==> src/rtl/alu_pkg.sv <==
// Shared op-code constants, FSM encoding and default widths for the EX-stage ALU.
// Op codes match the ALU_Control decoder outputs bit for bit.
package alu_pkg;

  localparam int unsigned DefDataWidth  = 32;
  localparam int unsigned DefShamtWidth = 5;

  localparam logic [3:0] OpSub     = 4'b0001;
  localparam logic [3:0] OpOr      = 4'b0010;
  localparam logic [3:0] OpAdd     = 4'b0011;
  localparam logic [3:0] OpLui     = 4'b0100;
  localparam logic [3:0] OpSll     = 4'b0101;
  localparam logic [3:0] OpIllegal = 4'b1001;

  typedef enum logic [1:0] {
    StIdle  = 2'b00,
    StShift = 2'b01,
    StDone  = 2'b10
  } alu_state_e;

endpackage

==> src/rtl/alu_iter_shifter.sv <==
// Iterative left shifter: loads an operand and a count, then shifts one bit per step.
// last_o flags the step whose shifted_o is the final result.
module alu_iter_shifter
  import alu_pkg::*;
#(
  parameter int unsigned DATA_WIDTH  = DefDataWidth,
  parameter int unsigned SHAMT_WIDTH = DefShamtWidth
) (
  input  logic                   clk,
  input  logic                   reset,
  input  logic                   load_i,
  input  logic                   step_i,
  input  logic [DATA_WIDTH-1:0]  data_i,
  input  logic [SHAMT_WIDTH-1:0] amt_i,
  output logic [DATA_WIDTH-1:0]  shifted_o,
  output logic                   last_o
);

  logic [DATA_WIDTH-1:0]  sh_d, sh_q;
  logic [SHAMT_WIDTH-1:0] cnt_d, cnt_q;

  always_comb begin
    sh_d  = sh_q;
    cnt_d = cnt_q;
    if (load_i) begin
      sh_d  = data_i;
      cnt_d = amt_i;
    end else if (step_i) begin
      sh_d  = sh_q << 1;
      cnt_d = cnt_q - SHAMT_WIDTH'(1);
    end
  end

  always_ff @(posedge clk) begin
    if (reset) begin
      sh_q  <= '0;
      cnt_q <= '0;
    end else begin
      sh_q  <= sh_d;
      cnt_q <= cnt_d;
    end
  end

  assign shifted_o = sh_q << 1;
  assign last_o    = (cnt_q == SHAMT_WIDTH'(1));

endmodule

==> src/rtl/multicycle_alu.sv <==
// EX-stage ALU: single-cycle ADD/SUB/OR/LUI, iterative SLL, with start/busy/done handshake.
// Result, zero and illegal flags are registered together and held until the next done.
module multicycle_alu
  import alu_pkg::*;
#(
  parameter int unsigned DATA_WIDTH  = DefDataWidth,
  parameter int unsigned SHAMT_WIDTH = DefShamtWidth
) (
  input  logic                   clk,
  input  logic                   reset,
  input  logic                   start_i,
  input  logic [3:0]             alu_operation_i,
  input  logic [DATA_WIDTH-1:0]  a_data_i,
  input  logic [DATA_WIDTH-1:0]  b_data_i,
  input  logic [SHAMT_WIDTH-1:0] shamt_i,
  output logic                   busy_o,
  output logic                   done_o,
  output logic [DATA_WIDTH-1:0]  alu_data_o,
  output logic                   zero_o,
  output logic                   illegal_op_o
);

  alu_state_e state_d, state_q;

  logic [DATA_WIDTH-1:0] result_d, result_q;
  logic                  zero_d, zero_q;
  logic                  illegal_d, illegal_q;

  logic [DATA_WIDTH-1:0] op_res;
  logic                  op_illegal;
  logic                  sh_load, sh_step, sh_last;
  logic [DATA_WIDTH-1:0] sh_result;

  // Single-cycle datapath; SLL lands here only for a zero shift amount.
  always_comb begin
    op_res     = '0;
    op_illegal = 1'b0;
    unique case (alu_operation_i)
      OpSub:   op_res = a_data_i - b_data_i;
      OpOr:    op_res = a_data_i | b_data_i;
      OpAdd:   op_res = a_data_i + b_data_i;
      OpLui:   op_res = {b_data_i[15:0], {(DATA_WIDTH - 16){1'b0}}};
      OpSll:   op_res = b_data_i;
      default: op_illegal = 1'b1;
    endcase
  end

  always_comb begin
    state_d   = state_q;
    result_d  = result_q;
    zero_d    = zero_q;
    illegal_d = illegal_q;
    sh_load   = 1'b0;
    sh_step   = 1'b0;
    unique case (state_q)
      StIdle, StDone: begin
        state_d = StIdle;
        if (start_i) begin
          if (alu_operation_i == OpSll && shamt_i != '0) begin
            sh_load = 1'b1;
            state_d = StShift;
          end else begin
            result_d  = op_res;
            zero_d    = (op_res == '0);
            illegal_d = op_illegal;
            state_d   = StDone;
          end
        end
      end
      StShift: begin
        sh_step = 1'b1;
        if (sh_last) begin
          result_d  = sh_result;
          zero_d    = (sh_result == '0);
          illegal_d = 1'b0;
          state_d   = StDone;
        end
      end
      default: state_d = StIdle;
    endcase
  end

  always_ff @(posedge clk) begin
    if (reset) begin
      state_q   <= StIdle;
      result_q  <= '0;
      zero_q    <= 1'b0;
      illegal_q <= 1'b0;
    end else begin
      state_q   <= state_d;
      result_q  <= result_d;
      zero_q    <= zero_d;
      illegal_q <= illegal_d;
    end
  end

  alu_iter_shifter #(
    .DATA_WIDTH (DATA_WIDTH),
    .SHAMT_WIDTH(SHAMT_WIDTH)
  ) u_shifter (
    .clk      (clk),
    .reset    (reset),
    .load_i   (sh_load),
    .step_i   (sh_step),
    .data_i   (b_data_i),
    .amt_i    (shamt_i),
    .shifted_o(sh_result),
    .last_o   (sh_last)
  );

  assign busy_o       = (state_q == StShift);
  assign done_o       = (state_q == StDone);
  assign alu_data_o   = result_q;
  assign zero_o       = zero_q;
  assign illegal_op_o = illegal_q;

endmodule
==> config.mk <==
export PLATFORM = sky130hd
export DESIGN_NAME = multicycle_alu
export DESIGN_NICKNAME = d
export VERILOG_FILES = /design/src/rtl/alu_pkg.sv /design/src/rtl/alu_iter_shifter.sv /design/src/rtl/multicycle_alu.sv
export SDC_FILE = /design/constraint.sdc
export NUM_CORES = 1
export LEC_CHECK = 0
export BUFFER_PORTS_ARGS = -buffer_cell sky130_fd_sc_hd__buf_4
export CAP_MARGIN = 20
export CELL_PAD_IN_SITES_DETAIL_PLACEMENT = 1
export CELL_PAD_IN_SITES_GLOBAL_PLACEMENT = 1
export CORE_ASPECT_RATIO = 2
export CORE_MARGIN = 5
export CORE_UTILIZATION = 42
export CTS_CLUSTER_DIAMETER = 30
export DETAILED_ROUTE_END_ITERATION = 8
export GPL_TIMING_DRIVEN = 0
export PLACE_DENSITY = 0.91
export SETUP_SLACK_MARGIN = 0.3
export SYNTH_ARGS = -nofsm -noshare
export SYNTH_HDL_FRONTEND = slang
export SYNTH_HIERARCHICAL = 1
export SYNTH_SLANG_ARGS = --single-unit
==> constraint.sdc <==
create_clock -name clk -period 6.9 [get_ports clk]
set_clock_uncertainty 0.2 [all_clocks]
set_input_delay 1.035 -clock clk [delete_from_list [all_inputs] [get_ports clk]]
set_output_delay 1.035 -clock clk [all_outputs]
set_load 0.02 [all_outputs]
; Word-level counts from Yosys, hierarchy flattened
; Cells that the tools add are included.
[classes]
bitwise_logic = 1
add_sub_neg = 3
reduce_logical = 10
n_eq_ne = 11
n_mux = 26
[ops]
columns = op, count
row1 = 32-bit case mux with 5 select lines, 1
row2 = 32-bit 2-to-1 mux, 3
row3 = 32-bit zero test, 2
row4 = 32-bit case mux with 2 select lines, 1
row5 = 31-bit 2-to-1 mux, 2
row6 = 32-bit adder, 1
row7 = 32-bit OR, 1
row8 = 32-bit subtractor, 1
row9 = 1-bit 2-to-1 mux, 11
row10 = 5-bit 2-to-1 mux, 2
row11 = "4-bit by 2-bit == test with 1-bit output, second input constant", 2
row12 = "4-bit by 3-bit == test with 1-bit output, second input constant", 2
row13 = 2-bit 2-to-1 mux, 3
row14 = "5-bit by 1-bit == test with 1-bit output, second input constant", 1
row15 = 5-bit nonzero test, 1
row16 = 5-bit OR reduction, 1
row17 = "5-bit by 1-bit subtractor with 5-bit output, second input constant", 1
row18 = "4-bit by 1-bit == test with 1-bit output, second input constant", 1
row19 = "2-bit != test, second input constant", 2
row20 = 1-bit case mux with 2 select lines, 2
row21 = 2-bit case mux with 2 select lines, 1
row22 = 4-bit AND reduction, 1
row23 = 2-bit nonzero test, 2
row24 = "2-bit by 1-bit == test with 1-bit output, second input constant", 1
row25 = other kinds (5), 5
[word_totals]
output_inout_bits = 36
reg_bits = 72
in_bits = 76
wordCells = 57

; Depth between registers and ports, before layout
[logic_depth]
word_depth = 6
depth_mapped = 21
depth_no_buf = 19

; Hierarchy
; Netlist, hierarchy kept.
[modules_own_cells]
columns = mod, area_per_inst_um2, seq_area_each_um2, n_inst, cells_each
row1 = multicycle_alu, 5017.3, 720.7, 1, 742
row2 = alu_iter_shifter, 1876.8, 720.7, 1, 171

; Worst setup path after synthesis
; Ideal clock, no wire load.
[synth_path]
kind = input -> register
startpoint = input port alu_operation_i[2]
endpoint = register zero_q, in the netlist zero_o
t_arrival_ns = 5.295
setup_slack_ns = 1.345
path_stages = 20
setup_time_ns = 0.059
required_time_ns = 6.641
path_buffers = 5
path_cell_list = buf_2 > nor3b_1 > clkbuf_1 > clkbuf_1 > buf_4 > and2_0 > clkbuf_1 > nor2_1 > xor2_1 > ha_1 > nand2b_1 > a211oi_1 > nor3_1 > xnor2_1 > a222oi_1 > nand2_1 > or4_1 > nor4_1 > and4_1 > a41o_1
[synth_between]
elab_chain_cells = 6
word_cells_on_any_way = 13
cone_classes = 6 x eq/ne / 4 x mux / 3 x reduce/logical
[synth_lines]
columns = element, line_no
row1 = start: declaration, multicycle_alu.sv:12  ; input logic [3:0] alu_operation_i,
row2 = "4-bit by 3-bit == test with 1-bit output, or another cell as far along", "multicycle_alu.sv:38, multicycle_alu.sv:59"
row3 = 32-bit case mux with 5 select lines, multicycle_alu.sv:38  ; unique case (alu_operation_i)
row4 = 32-bit zero test, multicycle_alu.sv:64  ; zero_d = (op_res == '0);
row5 = 1-bit 2-to-1 mux, multicycle_alu.sv:59  ; if (alu_operation_i == OpSll && shamt_i != '0) begin
row6 = 1-bit 2-to-1 mux, multicycle_alu.sv:58  ; if (start_i) begin
row7 = 1-bit case mux with 2 select lines, multicycle_alu.sv:55  ; unique case (state_q)
row8 = end signal: assignment, multicycle_alu.sv:92  ; zero_q <= zero_d;
row9 = end: declaration, multicycle_alu.sv:26  ; logic zero_d, zero_q;
; Parallel ways exist; a longest one is shown, timed or not. The select of a mux whose other input is x is not followed.
; A chain may end at the register's enable or synchronous reset.

; Final worst setup path
; Ends and elaborated chain as after synthesis.

==> flow_summary.ini <==
[grt]
grt_first_pass_wirelength_mm = 45.39
busiest_layer = met2
grt_pass1_vias = 8474
overflow = 0
globalRouteMet3Util = 0.04310
grt_use_met2 = 0.5406
grt_use_met1 = 0.3024
antenna_found_initial = 0
grt.total_usage = 0.3061
grt_max_degree = 12

[placement]
hpwlAfterDp_mm = 23.79
place_congestion = 0.9818
port_buffers = 108
pre_cts_slack_ps = -491.4

[cts]
cts_setup_buffers = 0
path_clk_slew_ps = 60
cts.root.buffer_cell = clkbuf_16
cts_tree = yes
htreeDepth = 3
cts_hold_buf = 0
cts_inserted_buffers = 9
cts_num_sinks = 72
clock_latency_ps = 340
clk_path_buf_depth = 2

[yosys]
synth-main-ff-cell = dfxtp_1
async_reset_ff_frac = 0
syn_inst = 913
synth_edf_count = 0
ys_ff_latch = 72
synth.distinct_cells = 75
ys_warn_count = 6
synth-seq-area-share = 0.2091
synth_nets = 1031
syn_area_per_cell_um2 = 7.551
netlist_area_um2 = 6894

[pwr]
total_power_w = 0.001453
net-switching-power_w = 0.0005121
leakage_nw = 3.445
power_density_nw_per_um2 = 174.7
pwr-share-clk = 0.342
seqPwrFrac = 0.302
p_comb_frac = 0.355
switching_share = 0.3523
ir_drop_v = 0.0001184
internal_power_w = 0.0009413

[setup_path]
ff2ff_setup_slack_ps = 3280
cp-end-kind = flip-flop
critPathMaxFanout = 10
critical_path_arrival_ps = 6520
crit_required_ps = 6980
cp-start-kind = primary input
worst-setup-path-type = primary input to flip-flop

[sta]
slew_viol_final = 0
max_slew_margin = 0.2592
timing_hold_violations_final = 0
tightestPinTransition_ps = 1096
period_needed_ps = 6439
clock.fmax_mhz = 155.3
period_share = 0.9332
setup_viol = 0
rsz0062_at_grt = no
fin_setup_tns_ps = 0
setup_ws_ps = 460.9

[final_layout]
syn2layout_area_growth_pct = 20.69
fin_nets = 1152
fin_util = 0.5141
final_cell_mix = nor2_1 (160), a21oi_1 (113), buf_4 (110), dfxtp_1 (72), nand2_1 (59)
n_antenna_cell = 0
fill_cells = 2111
mostFrequentLayoutCell = nor2_1
drive_gt1_frac = 0.1790

[floorplanning]
chipWidth_um = 100.6
initial_core_util = 0.4259
ios = 112
dieArea_um2 = 19230
rows = 66
dieHeight_um = 191.2
core-area_um2 = 16190

[detailed_routing]
vias = 7910
drc = 0
postRouteAntennaNets = 0
drt_iter0_drc = 478
drt-total-wl_mm = 29.86
drtPass1Iterations = 5
post_drt_wl_per_cell_um = 24.02
vias_per_cell = 6.364

[flow_run]
max_cap_violations = 0

[hold_path]
hp-class = flip-flop to flip-flop

[outcome]
run_status = finished, final reports clean
[cell type report]
type / count / area, µm² / share of cell area
Clock inverter: 2 / 35.03 / 0.004211
Clock buffer: 14 / 284.0 / 0.03414
Multi-Input combinational cell: 756 / 5096 / 0.6125
Buffer: 61 / 292.8 / 0.03519
Sequential cell: 72 / 1441 / 0.1732
Tap cell: 204 / 255.2 / 0.03068
Inverter: 24 / 90.09 / 0.01083
Timing Repair Buffer: 110 / 825.8 / 0.09925
[timing repair]
action,4_1_cts,5_1_grt
gates resized for setup,3,6
gates cloned,0,0
setup endpoints to repair,7,12
[worst paths after layout]
check,startpoint,endpoint,cells past startpoint
hold / removal,alu_data_o[15],alu_data_o[15],2
hold reg to reg,alu_data_o[15],alu_data_o[15],2
setup / recovery,alu_operation_i[2],zero_o,20
setup reg to reg,u_shifter/cnt_q[0],zero_o,9
[Yosys cell counts, types with 5 or more instances]
master | n | area [µm²]
nor3_1 | 17 | 85.08
mux2i_1 | 33 | 330.3
o21a_1 | 5 | 37.54
a211oi_1 | 28 | 210.2
nor2_1 | 160 | 600.6
a21o_1 | 10 | 75.07
inv_1 | 24 | 90.09
buf_2 | 11 | 55.05
ha_1 | 41 | 513.0
a221oi_1 | 12 | 105.1
o31ai_1 | 7 | 52.55
a31oi_1 | 6 | 37.54
nor2b_1 | 6 | 37.54
o211ai_1 | 6 | 45.04
xor2_1 | 29 | 254.0
nand2_1 | 59 | 221.5
nand3_1 | 9 | 45.04
o21ai_0 | 33 | 165.2
xnor2_1 | 29 | 254.0
nand4_1 | 10 | 62.56
a211o_1 | 7 | 61.31
dfxtp_1 | 72 | 1441
buf_1 | 8 | 30.03
nand2b_1 | 11 | 68.82
o21ai_1 | 6 | 30.03
a21oi_1 | 113 | 565.5
nor4_1 | 15 | 93.84
mux2_4 | 26 | 390.4
clkbuf_1 | 36 | 135.1
[flip-flops by register name (all words and copies together), names as in the netlist]
name and cells:
state_q 2, alu_data_o 32, illegal_op_o 1, zero_o 1, u_shifter/sh_q 31, u_shifter/cnt_q 5
[power groups by stage]
| stage | sequential, W | combinational, W | clock [W] |
|---|---|---|---|
| 2_1_floorplan | 0.000457 | 0.000302 | 0 |
| 3_3_place_gp | 0.000448 | 0.000483 | 0 |
| 3_5_place_dp | 0.000448 | 0.000495 | 0 |
| 4_1_cts | 0.000440 | 0.000502 | 0.000499 |
| 5_1_grt | 0.000441 | 0.000552 | 0.000519 |
| 6_report | 0.000440 | 0.000516 | 0.000498 |
[per-stage QoR]
stage                     instances  hold WS, ps  instance area [µm²]
final                          1243        260.6                 8320
after global routing           1243        290.6                 8320
after CTS                      1242        263.5                 8298
after detailed placement       1226        255.3                 7970
after global placement         1225        241.2                 7960
after floorplan                 913        330.2                 6894
[logic make-up after synthesis]
group | after synthesis | share of synthesized area
compound gates | 273 | 0.2541
fa+ha+maj | 42 | 0.07731
other cells | 1 | 0.0005439
buf+inv | 85 | 0.05499
xor+xnor | 58 | 0.07368
flops | 72 | 0.2091
simple gates | 319 | 0.2192
mux | 63 | 0.1111
[metal layers]
metal / wire length [µm] / vias to the layer above
met5: 0 / -
met4: 2897 / 0
met3: 1611 / 179
met2: 15060 / 415
met1: 10290 / 3760
li1: - / 3556
[worst max-delay path: stages]
cell and delay [ps]:
buf_2 160, nor3b_2 290, clkbuf_2 380, clkbuf_2 340
buf_4 240, and2_0 320, clkbuf_2 350, nor2_1 90
xor2_1 160, ha_1 360, nand2b_1 120, a211oi_1 370
nor3_1 140, xnor2_1 150, a222oi_1 470, nand2_1 120
or4_1 610, nor4_1 360, and4_1 280, a41o_1 170
Power figures use the tool's default switching activity.
